### src/rtl/fetch_ctrl.sv
// fetch_ctrl: RV32 fetch sequencer, one outstanding imem request, single-entry
// decode buffer, redirect squash and sticky fault on bus error or misaligned target.
module fetch_ctrl #(
  parameter logic [31:0] RESET_PC = 32'h0000_0000
) (
  input  logic        clk,
  input  logic        rst,
  input  logic        br_ctrl,
  input  logic [31:0] pc_br,
  input  logic        stall,
  output logic        imem_req_valid,
  output logic [31:0] imem_req_addr,
  input  logic        imem_req_ready,
  input  logic        imem_rsp_valid,
  input  logic [31:0] imem_rsp_data,
  input  logic        imem_rsp_err,
  output logic        if_valid,
  output logic [31:0] if_pc,
  output logic [31:0] if_instr,
  input  logic        if_ready,
  output logic [31:0] pc,
  output logic        fault
);
  typedef enum logic [2:0] {BOOT, REQ, WAIT, HOLD, FAULT} state_t;
  state_t      r_state, w_state;
  logic [31:0] r_pc, w_pc, r_if_pc, r_if_instr;
  logic        r_squash, w_squash, w_latch, w_br, w_hs;
  assign w_br           = br_ctrl & (r_state != FAULT);
  assign imem_req_valid = (r_state == REQ) & ~stall;
  assign w_hs           = imem_req_valid & imem_req_ready;
  assign imem_req_addr  = r_pc;
  assign pc             = r_pc;
  assign if_valid       = r_state == HOLD;
  assign if_pc          = r_if_pc;
  assign if_instr       = r_if_instr;
  assign fault          = r_state == FAULT;
  always_comb begin
    w_state  = r_state;
    w_pc     = r_pc;
    w_squash = r_squash;
    w_latch  = 1'b0;
    case (r_state)
      BOOT: w_state = REQ;
      REQ:  w_state = w_hs ? WAIT : REQ;
      WAIT: if (imem_rsp_valid) begin
        w_squash = 1'b0;
        w_latch  = ~r_squash & ~imem_rsp_err;
        w_state  = r_squash ? REQ : imem_rsp_err ? FAULT : HOLD;
      end
      HOLD: if (if_ready) begin
        w_pc    = r_pc + 32'd4;
        w_state = REQ;
      end
      default: ;
    endcase
    // a redirect leaves a request in flight only if one was accepted and not yet answered
    if (w_br) begin
      w_pc     = pc_br;
      w_latch  = 1'b0;
      w_squash = ((r_state == WAIT) & ~imem_rsp_valid) | ((r_state == REQ) & w_hs);
      w_state  = (pc_br[1:0] != 2'b00) ? FAULT : w_squash ? WAIT : REQ;
    end
  end
  always_ff @(posedge clk or negedge rst) begin
    if (!rst) begin
      r_state    <= BOOT;
      r_pc       <= RESET_PC;
      r_squash   <= 1'b0;
      r_if_pc    <= 32'h0;
      r_if_instr <= 32'h0;
    end else begin
      r_state  <= w_state;
      r_pc     <= w_pc;
      r_squash <= w_squash;
      if (w_latch) begin
        r_if_pc    <= r_pc;
        r_if_instr <= imem_rsp_data;
      end
    end
  end
endmodule

### config.mk
export PLATFORM = sky130hd
export DESIGN_NAME = fetch_ctrl
export DESIGN_NICKNAME = d
export VERILOG_FILES = /design/src/rtl/fetch_ctrl.sv
export SDC_FILE = /design/constraint.sdc
export NUM_CORES = 1
export LEC_CHECK = 0
export BUFFER_PORTS_ARGS = -buffer_cell sky130_fd_sc_hd__buf_4
export CAP_MARGIN = 20
export CORE_MARGIN = 2
export CORE_UTILIZATION = 43
export CTS_BUF_LIST = sky130_fd_sc_hd__clkbuf_16
export CTS_CLUSTER_DIAMETER = 60
export DETAILED_ROUTE_END_ITERATION = 6
export PLACE_DENSITY_LB_ADDON = 0.08
export SLEW_MARGIN = 15
export SYNTH_ARGS = -nofsm -noshare
export SYNTH_HDL_FRONTEND = slang
export SYNTH_SLANG_ARGS = --single-unit
### constraint.sdc
create_clock -name clk -period 1.8 [get_ports clk]
set_clock_uncertainty 0.1 [all_clocks]
set_input_delay 0.36 -clock clk [delete_from_list [all_inputs] [get_ports clk]]
set_output_delay 0.36 -clock clk [all_outputs]
set_load 0.05 [all_outputs]
# [After elaboration in Yosys (flattened, before gate mapping)]
# Index checks and enable logic that the tools add are counted.
[op_classes] n_addsub=1 eq_ne=7 mux=18 bitwise=11 reduce_logical=10
[ops] operator="2-to-1 mux 32 bit" count=3
[ops] operator="adder 32 x 3 -> 32 bit, second input constant" count=1
[ops] operator="2-to-1 mux 3 bit" count=6
[ops] operator="case mux 3 bit (4 select lines)" count=1
[ops] operator="nonzero test 2 bit" count=5
[ops] operator="AND 1 bit" count=6
[ops] operator="equality test 3 x 2 -> 1 bit, second input constant" count=2
[ops] operator="2-to-1 mux 1 bit" count=6
[ops] operator="!= test 3 bit, second input constant" count=2
[ops] operator="nonzero test 5 bit" count=1
[ops] operator="2-to-1 mux 2 bit" count=2
[ops] operator="inverter 1 bit" count=4
[ops] operator="AND reduction 2 bit" count=2
[ops] operator="equality test 3 x 1 -> 1 bit, second input constant" count=1
[ops] operator="equality test 3 bit, second input constant" count=1
[ops] operator="logical NOT 3 bit" count=1
[ops] operator="!= test 3 x 1 -> 1 bit, second input constant" count=1
[ops] operator="AND reduction 3 bit" count=1
[ops] operator="OR 1 bit" count=1
[word_totals] regBits=100 word_cells=52

# [Longest topological paths before layout]
# Gate-level depths: netlist (run 1).
[depth] depth_word=8 mapped_depth=8 mapped_depth_nobuf=6

# [Least setup slack after synthesis (run 1)]
# Ideal clock, no wire load.
[synth_timing] path_kind="register -> register" start="reg r_state[1]" end="reg r_state[1]" setup_time_ns=0.065 t_arrival_ns=2.867 required_time_ns=1.635 slack_ns=-1.232 stages_incl_launch_ff=7 path_buffers=1 path_cell_list="dfrtp_1 > buf_2 > nor4b_1 > and2_1 > o21ai_0 > o311ai_0 > o21a_1"
[synth_between] elab_chain_cells=8 elab_cells_between_ends=20 cone_classes="eq/ne: 6; mux: 5; bitwise: 6; reduce/logical: 3"
[synth_lines] item="start, declared" line_no="25" text="state_t r_state, w_state;"
[synth_lines] item="start signal, assigned" line_no="72" text="r_state <= w_state;"
[synth_lines] item="equality test 3 x 1 -> 1 bit *" line_no="29" text="assign imem_req_valid = (r_state == REQ) & ~stall;"
[synth_lines] item="AND 1 bit *" line_no="29"
[synth_lines] item="net imem_req_valid" line_no="11" text="output logic imem_req_valid,"
[synth_lines] item="AND 1 bit *" line_no="30" text="assign w_hs = imem_req_valid & imem_req_ready;"
[synth_lines] item="AND 1 bit" line_no="60" text="w_squash = ((r_state == WAIT) & ~imem_rsp_valid) | ((r_state == REQ) & w_hs);"
[synth_lines] item="OR 1 bit" line_no="60"
[synth_lines] item="2-to-1 mux 2 bit" line_no="61" text="w_state = (pc_br[1:0] != 2'b00) ? FAULT : w_squash ? WAIT : REQ;"
[synth_lines] item="2-to-1 mux 3 bit" line_no="61"
[synth_lines] item="2-to-1 mux 3 bit *" line_no="57" text="if (w_br) begin"
# Mark *: on every way through the listed nets, which the timed path passes. The rest lies on a longest branch.
# A chain may end at the register's enable or synchronous reset.

# [Final worst setup path (run 1)]
[layout_timing] start="reg r_state[0]" end="reg r_if_instr[7], in the netlist if_instr[7]"
[layout_between] elab_chain_cells=3 elab_cells_between_ends=5 cone_classes="eq/ne: 2; mux: 2; bitwise: 1"
[layout_lines] item="equality test 3 x 2 -> 1 bit / != test 3 bit (equally long branches)" line_no="42, 28"
[layout_lines] item="2-to-1 mux 1 bit / AND 1 bit (equally long branches)" line_no="42, 28"
[layout_lines] item="2-to-1 mux 1 bit *" line_no="57"
[layout_lines] item="end signal, assigned" line_no="77" text="r_if_instr <= imem_rsp_data;"
[layout_lines] item="end, declared" line_no="26" text="logic [31:0] r_pc, w_pc, r_if_pc, r_if_instr;"
# Every way passes the cells marked *; elsewhere a longest branch is shown, timed or not.

==> metrics.yaml, run 1 <==
synth:
  syn_area_per_cell_sq_um: 11.4
  yosysWarnings: 0
  ys_ff_latch: 100
  synthAdderAreaFrac_pct: 0.261
  yosys.area_share.xor_xnor_pct: 4.20
  synthMuxAreaShare_pct: 14.8
  synth_nets: 493
  synth_seq_area_share_pct: 52.2
  synthTopCellsByArea: "dfrtp_1, mux2_2, buf_4"
  synth-compound-area-share_pct: 7.17
  synthCells: 420
  syn_area_sq_um: 4800
  yosys.area_share.simple_pct: 13.7
  synth_top_area_share_pct: 52.2
  yosysUniqueCellTypes: 50
  synth_top_family_by_area: "multiplexers"
  yosys.area.top_type: "dfrtp_1"
clock_network:
  clk_path_buf_depth: 2
  clkSinkCount: 100
  cts_buffers: 9
  cts_tree: "done"
  clock_latency_ns: 0.35
  cts.htree.levels: 3
  root_buffer: "clkbuf_16"
  clk_transition_reported_paths_ns: 0.08
floorplan:
  core_area_sq_um: 10800
  die_w_um: 110
  design.portCount: 203
  die_height_um: 110
  initial_core_util_pct: 44.3
  die-area_sq_um: 12000
  num_rows: 38
pwr:
  switching_power_mw: 7.85
  power_per_cell_area_nw_per_um2: 2050
  switching_share_pct: 50.4
  clockPowerShare_pct: 12.9
  p_int_mw: 7.71
  p_comb_share_pct: 61.9
  p_leak_nw: 3.77
  p_seq_share_pct: 25.2
  peakVddDrop_uv: 1270
setup_path:
  endpoint_kind: "flip-flop"
  required_ns: 1.93
  max_stage_delay_ns: 0.43
  worstReg2RegStart: "r_state[0]"
  arrival_ns: 2.09
  crit_top_cell: "nor3b_4"
  slowest_stage: "dfrtp_1"
  path_cells: "buf_6 > nor3b_4 > nor3b_4 > nand3_4 > buf_12 > mux2_2"
  worstSetupStartpointType: "flip-flop"
  critPathBufInv: 2
  cp_top_family: "simple AND/OR/NAND/NOR gates"
  critPathLaunch: "r_state[0]"
  critical_path_class: "flip-flop to flip-flop"
  cp_max_fo: 50
layout:
  fill_cells: 835
  syn_to_final_growth_pct: 58.3
  stdcell_count: 823
  register_area_sq_um: 2530
  layout-drive-gt1-share_pct: 63.8
  multi_input_area_sq_um: 2170
  nets: 751
  fin_util_pct: 70.0
  antenna_cells: 0
detailed_routing:
  ant_nets: 0
  detail_route.vias_per_cell: 5.10
  wl_met3_um: 926
  highest_layer: "met4"
  met1_length_mm: 5.65
  wl_per_cell_um: 16.4
  firstDrtPassIters: 4
  dr.first_iter.drc_count: 167
  wl_mm: 13.5
  dr_wl_met2_mm: 6.73
  drc: 0
  vias: 4194
timing:
  finalSetupViolCount: 71
  relSlewSlack_pct: 79.3
  hold_viol_final: 0
  final.setup.worst_slack_ns: -0.156
  finalCritPeriodShare_pct: 109
  period_needed_ns: 1.96
  tightest_slew_ns: 0.310
  fin_setup_tns_ns: -7.07
  fmax_mhz: 511
  rsz0062_at_grt: "true"
  maxSlewViolCount: 0
hold_path:
  hold_path_startpoint: "pc_br[12]"
  hold_class: "input port to flip-flop"
place:
  hpwl_mm: 9.60
  portBuffers: 202
  dp_cells: 771
  dp_slack_ns: -0.0721
  place_congestion: 0.859
global_routing:
  grtUsageTotal_pct: 22.2
  grt_overflow: 0
  grt_first_pass_wirelength_mm: 20.5
  grt_pass1_vias: 4097
  antenna_found_initial: 0
  grt_start_max_net_pins: 51
run_status:
  status: "complete, but fails checks"
  violations: "negative setup slack"
run:
  cap_violations: 0
cell usage after synthesis (all sizes together):
cell,count
or4,1
nand2,48
o21a,2
nor4b,1
nor3,7
nand4b,2
nor3b,3
a32o,1
and4b,1
a31oi,2
o31ai,1
nor4,4
buf,44
and3b,1
a22oi,7
o211ai,5
xnor2,7
nand3b,1
a32oi,1
and3,2
and2,1
o221ai,1
a211oi,1
nand2b,1
nor2,15
a21oi,2
clkbuf,8
o311ai,5
mux2i,1
nand3,17
or3,2
mux2,62
ha,1
xor2,16
nor4bb,1
o21ai,26
dfrtp,100
nand4,15
inv,4
area by class of cell:
type,count,area share (%)
clock buffer,9,2.97
multi-input combinational,264,28.5
timing repair buffer,299,31.6
tap,140,2.31
inverter,4,0.198
sequential,100,33.3
clock inverter,7,1.09
cell families (layout without fill, tap and decap cells):
logic type / count (synthesis) / after routing
adder cells (fa/ha/maj): 1 / 1
flip-flops: 100 / 100
AND/OR/NAND/NOR: 123 / 123
AO/OA/AOI/OAI: 54 / 54
XOR/XNOR: 23 / 23
multiplexers: 63 / 63
buffers and inverters: 56 / 319
worst register-to-register path, stage by stage, from the launching register on:
cell and delay [ns]:
dfrtp_1 0.43, buf_6 0.14, nor3b_4 0.21, nor3b_4 0.27
nand3_4 0.13, buf_12 0.21, mux2_2 0.35
layout by cell type, fill, tap and decap left out, types with 3 or more instances in the layout:
cell       count
nand2_1       47
o21ai_0        9
buf_4        268
xor2_1        16
o311ai_1       3
buf_6         23
dfrtp_2       21
dfrtp_1       79
nor3b_4        3
o21ai_1       16
mux2_2        62
nor2_1        11
xnor2_1        7
a22oi_2        5
inv_1          4
buf_12         5
nand4_1       15
nor3_2         3
nor3_1         4
clkbuf_16      9
o211ai_1       5
nand3_4        3
nand3_1       12
through the flow:
stage | instance area (sq um) | hold slack (ns) | total power [mW]
4_1_cts | 7170 | 0.106 | 15.1
3_5_place_dp | 6740 | 0.0881 | 13.0
2_1_floorplan | 4900 | -0.0356 | 10.2
6_report | 7590 | 0.111 | 15.6
5_1_grt | 7590 | 0.116 | 16.3
3_3_place_gp | 6740 | 0.0876 | 12.8
registers in the layout (all words and copies together), names as in the netlist:
name and cells:
if_instr 32, if_pc 32, imem_req_addr 32, r_state 3, r_squash 1
what timing repair did:
action / in CTS / in global routing
pin swaps: 4 / 24
setup buffers: 6 / 28
gates cloned: 0 / 1
resized for setup: 16 / 60
hold buffers: 1 / 0
endpoints found under the hold margin: 75 / 0
setup endpoints to repair: 73 / 97
routing by layer:
metal	GRT usage, %	vias up
met5	0	-
met4	8.32	0
met3	4.74	19
met2	36.6	164
met1	28.7	2027
li1	-	1984
power by group through the flow:
stage / combinational [mW] / clock, mW / sequential (mW)
global route: 10.1 / 2.15 / 4.05
global placement: 8.93 / 0 / 3.88
CTS: 9.20 / 2.04 / 3.90
finish: 9.64 / 2.00 / 3.92
floorplan: 2.91 / 0 / 7.29
detailed placement: 9.02 / 0 / 3.94
path summary, 6_finish.rpt:
| path | end | slack, ns | depth (start not counted) |
|---|---|---|---|
| setup reg to reg | if_instr[7] | -0.16 | 6 |
| setup / recovery | if_instr[7] | -0.16 | 6 |
| max in group asynchronous | imem_req_addr[18] | 0.80 | 3 |
| min in group asynchronous | if_instr[8] | 0.26 | 2 |
| hold reg to reg | if_pc[28] | 0.39 | 2 |
| hold / removal | imem_req_addr[12] | 0.11 | 3 |
(Power assumes the default switching activity.)
==> run 2: changes to the inputs <==
- BUFFER_PORTS_ARGS: -buffer_cell sky130_fd_sc_hd__buf_4 -> not set
- CORE_UTILIZATION: 43 -> 57
- DONT_BUFFER_PORTS: not set -> 1
==> metrics.yaml, run 2 (same netlist as run 1, synthesis figures left out) <==
layout:
  register_area_sq_um: 2530  # about the same
  mostFrequentLayoutCells: "dfrtp_1, buf_4, mux2_2, nand2_1, dfrtp_2"
  multi_input_area_sq_um: 2140  # -1.1%
  fill_cells: 610  # -27%
  nets: 536  # -29%
  final_common_cell: "dfrtp_1"
  final_cell_area_sq_um: 5850  # -23%
  syn_to_final_growth_pct: 22.0
  layout-drive-gt1-share_pct: 45.2  # -19 points
  antenna_cells: 0  # unchanged
detailed_routing:
  drc: 0  # unchanged
  dr.first_iter.drc_count: 172  # +3.0%
  firstDrtPassIters: 4  # unchanged
  ant_nets: 0  # unchanged
  detail_route.vias_per_cell: 6.08  # +19%
  vias: 3476  # -17%
  wl_per_cell_um: 20.2  # +23%
  wl_mm: 11.5  # -15%
setup_path:
  worstReg2RegStart: "r_state[2]"
  crit_top_cell: "nor3b_4"
  critical_path_class: "flip-flop to flip-flop"
  critPathLaunch: "r_state[2]"
  max_stage_delay_ns: 0.38  # -0.05 ns
  critPathBufInv: 2  # unchanged
  slowest_stage: "dfrtp_1"
  cp_top_family: "simple AND/OR/NAND/NOR gates"
  path_cells: "buf_4 > nor3b_4 > nor3b_4 > nand3_4 > buf_12 > mux2_2"
  rrSetupSlack_ns: -0.1  # +0.06 ns
  endpoint_kind: "flip-flop"
  cp_max_fo: 40  # -20%
  required_ns: 1.92  # about the same
  arrival_ns: 2.02  # -0.07 ns
  worstSetupStartpointType: "flip-flop"
place:
  hpwl_mm: 8.02  # -16%
  portBuffers: 0  # -100%
  place_congestion: 0.871  # +1.4%
  dp_slack_ns: -0.0567  # +0.0154 ns
  place_area_sq_um: 5250  # -22%
global_routing:
  grt_overflow: 0  # unchanged
  grtUsageTotal_pct: 24.7  # +2.5 points
  grt_first_pass_wirelength_mm: 17.2  # -16%
  grt_start_max_net_pins: 101  # +98%
  antenna_found_initial: 0  # unchanged
  grt_pass1_vias: 3429  # -16%
timing:
  tightest_slew_ns: 0.496  # +0.186 ns
  period_needed_ns: 1.90  # -0.0588 ns
  finalSetupViolCount: 67  # -5.6%
  rsz0062_at_grt: "true"
  maxSlewViolCount: 0  # unchanged
  finalCritPeriodShare_pct: 105  # -3.3 points
  fin_setup_tns_ns: -4.15  # +2.92 ns
  finalHoldWorstSlack_ns: -0.392  # -0.504 ns
  hold_viol_final: 100  # +100
  fmax_mhz: 527  # +3.1%
  relSlewSlack_pct: 66.9  # -12 points
  final.setup.worst_slack_ns: -0.0969  # +0.0588 ns
clock_network:
  clk_transition_reported_paths_ns: 0.07  # about the same
  cts.htree.levels: 3  # unchanged
  cts_buffers: 9  # unchanged
  clkSinkCount: 100  # unchanged
  root_buffer: "clkbuf_16"
  clk_path_buf_depth: 2  # unchanged
  hold_buffers: 2  # +1
  clock_latency_ns: 0.34  # about the same
  cts_tree: "done"
floorplan:
  initial_core_util_pct: 58.7  # +14 points
  num_rows: 33  # -13%
  die_w_um: 95.7  # -13%
  die-area_sq_um: 9170  # -24%
  design.portCount: 203  # unchanged
  die_height_um: 95.7  # -13%
  core_area_sq_um: 8180  # -25%
run_status:
  violations: "negative hold slack, negative setup slack"
  status: "complete, but fails checks"
run:
  cap_violations: 0  # unchanged
hold_path:
  hold_class: "input port to asynchronous set/reset pin"
[run 2: cell count changes in the layout (fill, tap and decap cells not counted), sizes merged]
| cell | previous run | this run |
|---|---|---|
| dlygate4sd3 | 1 | 2 |
| clkinvlp | 2 | 1 |
| bufinv | 1 | 0 |
| inv | 7 | 8 |
| buf | 298 | 82 |
[run 2: area by class of cell]
type	count	share of cell area (%)
flip-flops and latches	100	43.2
multi-input cells	264	36.6
repair buffers	84	12.9
clock buffers	9	3.85
well taps	105	2.24
clock inverters	6	0.962
inverters	4	0.256
[run 2: metal layers]
layer,vias to the layer above,wire [um],global-route usage (%)
li1,1547,-,-
met1,1715,4530,31.1
met2,187,5890,42.2
met3,27,895,5.72
met4,0,212,7.98
met5,-,0,0
[run 2: worst paths after layout]
path	to	depth (start not counted)
worst max-delay path	if_instr[16]	6
max in group asynchronous	imem_req_addr[7]	0
worst min register to register	imem_req_addr[30]	2
worst min-delay path	if_pc[20]	0
worst max register to register	if_instr[16]	6
min in group clk	imem_req_addr[14]	1
[run 2: stage by stage]
stage / instances / hold WS [ns] / utilization (%)
detailed placement: 541 / -0.0336 / 64.2
CTS: 561 / -0.400 / 68.8
global placement: 541 / -0.0337 / 64.2
global route: 572 / -0.411 / 71.6
finish: 572 / -0.392 / 71.6
floorplan: 420 / -0.0356 / -
[run 2: what timing repair did]
item,in CTS,in global routing
setup buffers,3,11
setup endpoints to repair,76,95
gates resized for setup,11,40
pin swaps,1,9
hold endpoints to repair,102,100
Power of run 2 is not shown: default switching activity piles up to over one toggle a cycle in this logic, so the estimate is an artifact.
==> run 3: changes to the inputs <==
--- a/constraint.sdc
+++ b/constraint.sdc
@@ -4,2 +4,2 @@
 set_output_delay 0.36 -clock clk [all_outputs]
-set_load 0.05 [all_outputs]
+set_load 0.01 [all_outputs]
==> metrics.yaml, run 3 (same netlist as run 1, synthesis figures left out) <==
run_status:
  status: "complete, but fails checks"
  violations: "negative hold slack, negative setup slack"
layout:
  final_common_cell: "dfrtp_1"
  mostFrequentLayoutCells: "dfrtp_1, mux2_2, buf_4, nand2_1, o21ai_0"
  stdcell_count: 559  # -2.3%
  fin_util_pct: 69.0  # -2.6 points
  register_area_sq_um: 2510  # -0.74%
  multi_input_area_sq_um: 2110  # -1.4%
  antenna_cells: 0  # unchanged
  syn_to_final_growth_pct: 17.7
  layout-drive-gt1-share_pct: 40.3  # -4.9 points
  final_cell_area_sq_um: 5640  # -3.6%
  fill_cells: 624  # +2.3%
  nets: 522  # -2.6%
pwr:
  total_power_mw: 9.29
  peakVddDrop_uv: 980
  p_leak_nw: 2.62
  power_per_cell_area_nw_per_um2: 1650
global_routing:
  grt_pass1_vias: 3342  # -2.5%
  grt_overflow: 0  # unchanged
  grt_first_pass_wirelength_mm: 16.8  # -2.1%
  grt_start_max_net_pins: 101  # unchanged
  antenna_found_initial: 0  # unchanged
  grtUsageTotal_pct: 24.0  # -0.72 points
detailed_routing:
  wl_per_cell_um: 20.1  # -0.26%
  dr.first_iter.drc_count: 105  # -39%
  detail_route.vias_per_cell: 6.09  # +0.15%
  vias: 3402  # -2.1%
  ant_nets: 0  # unchanged
  drc: 0  # unchanged
  wl_mm: 11.2  # -2.5%
  firstDrtPassIters: 4  # unchanged
floorplan:
  num_rows: 33  # unchanged
  die-area_sq_um: 9170  # unchanged
  die_height_um: 95.7  # unchanged
  die_w_um: 95.7  # unchanged
  core_area_sq_um: 8180  # unchanged
  initial_core_util_pct: 58.7  # unchanged
  design.portCount: 203  # unchanged
setup_path:
  path_cells: "buf_6 > nor4b_4 > buf_4"
  cp_max_fo: 8  # -80%
  critPathBufInv: 2  # unchanged
  endpoint_kind: "output port"
  critPathLaunch: "r_state[1]"
  required_ns: 1.34  # -0.58 ns
  worstReg2RegStart: "r_state[0]"
  worstSetupStartpointType: "flip-flop"
  slowest_stage: "dfrtp_1"
  max_stage_delay_ns: 0.43  # +0.05 ns
  rrSetupSlack_ns: -0.02  # +0.08 ns
  cp_top_family: "flip-flops"
  arrival_ns: 1.37  # -0.65 ns
  critical_path_class: "flip-flop to output port"
clock_network:
  cts.htree.levels: 3  # unchanged
  root_buffer: "clkbuf_16"
  clk_transition_reported_paths_ns: 0.07  # about the same
  clock_latency_ns: 0.34  # about the same
  cts_tree: "done"
  clk_path_buf_depth: 2  # unchanged
  clkSinkCount: 100  # unchanged
  cts_buffers: 9  # unchanged
timing:
  hold_viol_final: 100  # unchanged
  finalHoldWorstSlack_ns: -0.395  # -0.00222 ns
  tightest_slew_ns: 0.355  # -0.141 ns
  relSlewSlack_pct: 76.3  # +9.4 points
  fmax_mhz: 547  # +3.7%
  fin_setup_tns_ns: -0.173  # +3.98 ns
  rsz0062_at_grt: "true"
  period_needed_ns: 1.83  # -0.0671 ns
  final.setup.worst_slack_ns: -0.0298  # +0.0671 ns
  maxSlewViolCount: 0  # unchanged
  finalCritPeriodShare_pct: 102  # -3.7 points
  finalSetupViolCount: 22  # -67%
run:
  cap_violations: 0  # unchanged
place:
  place_congestion: 0.850  # -2.4%
  hpwl_mm: 7.90  # -1.5%
  dp_cells: 531  # -1.8%
  place_area_sq_um: 5100  # -2.8%
  dp_slack_ns: -0.0736  # -0.0169 ns
  portBuffers: 0  # unchanged
hold_path:
  hold_class: "input port to asynchronous set/reset pin"
==> run 3: cell count changes in the layout (fill, tap and decap cells not counted), sizes merged <==
cell,delta
buf,-12
clkinv,+2
dlygate4sd3,-2
inv,-1
==> run 3: final cells by class <==
| type | instances | share of cell area, % |
|---|---|---|
| Sequential cell | 100 | 44.5 |
| Tap cell | 105 | 2.33 |
| Timing Repair Buffer | 70 | 10.4 |
| Clock buffer | 9 | 3.99 |
| Multi-Input combinational cell | 264 | 37.4 |
| Clock inverter | 7 | 1.06 |
| Inverter | 4 | 0.266 |
==> run 3: per-layer routing <==
layer,vias to the layer above,global-route usage [%],part of all wire [%]
met5,-,0,0
met1,1703,28.5,40
met4,0,8.21,1.5
met3,15,7.67,9.0
li1,1522,-,-
met2,162,41.1,49
==> run 3: worst paths after layout <==
| check | cells past startpoint | end |
|---|---|---|
| worst max-delay path | 3 | imem_req_valid |
| worst min-delay path | 0 | if_pc[29] |
| worst max register to register | 6 | if_pc[12] |
| worst min register to register | 2 | if_pc[8] |
| max in group asynchronous | 0 | imem_req_addr[26] |
| min in group clk | 1 | r_squash |
==> run 3: repair_timing <==
action                                  4_1_cts  5_1_grt
hold endpoints to repair                    100      100
setup buffers                                 7        5
gates resized for setup                      11       31
endpoints found under the setup margin       49       83
pin swaps                                     3       18
==> run 3: report_power, final <==
part / total, mW / switching, mW / internal (mW)
logic: 3.10 / 1.58 / 1.53
clock network: 1.84 / 0.882 / 0.960
registers: 4.34 / 1.12 / 3.23
total: 9.29 / 3.57 / 5.72
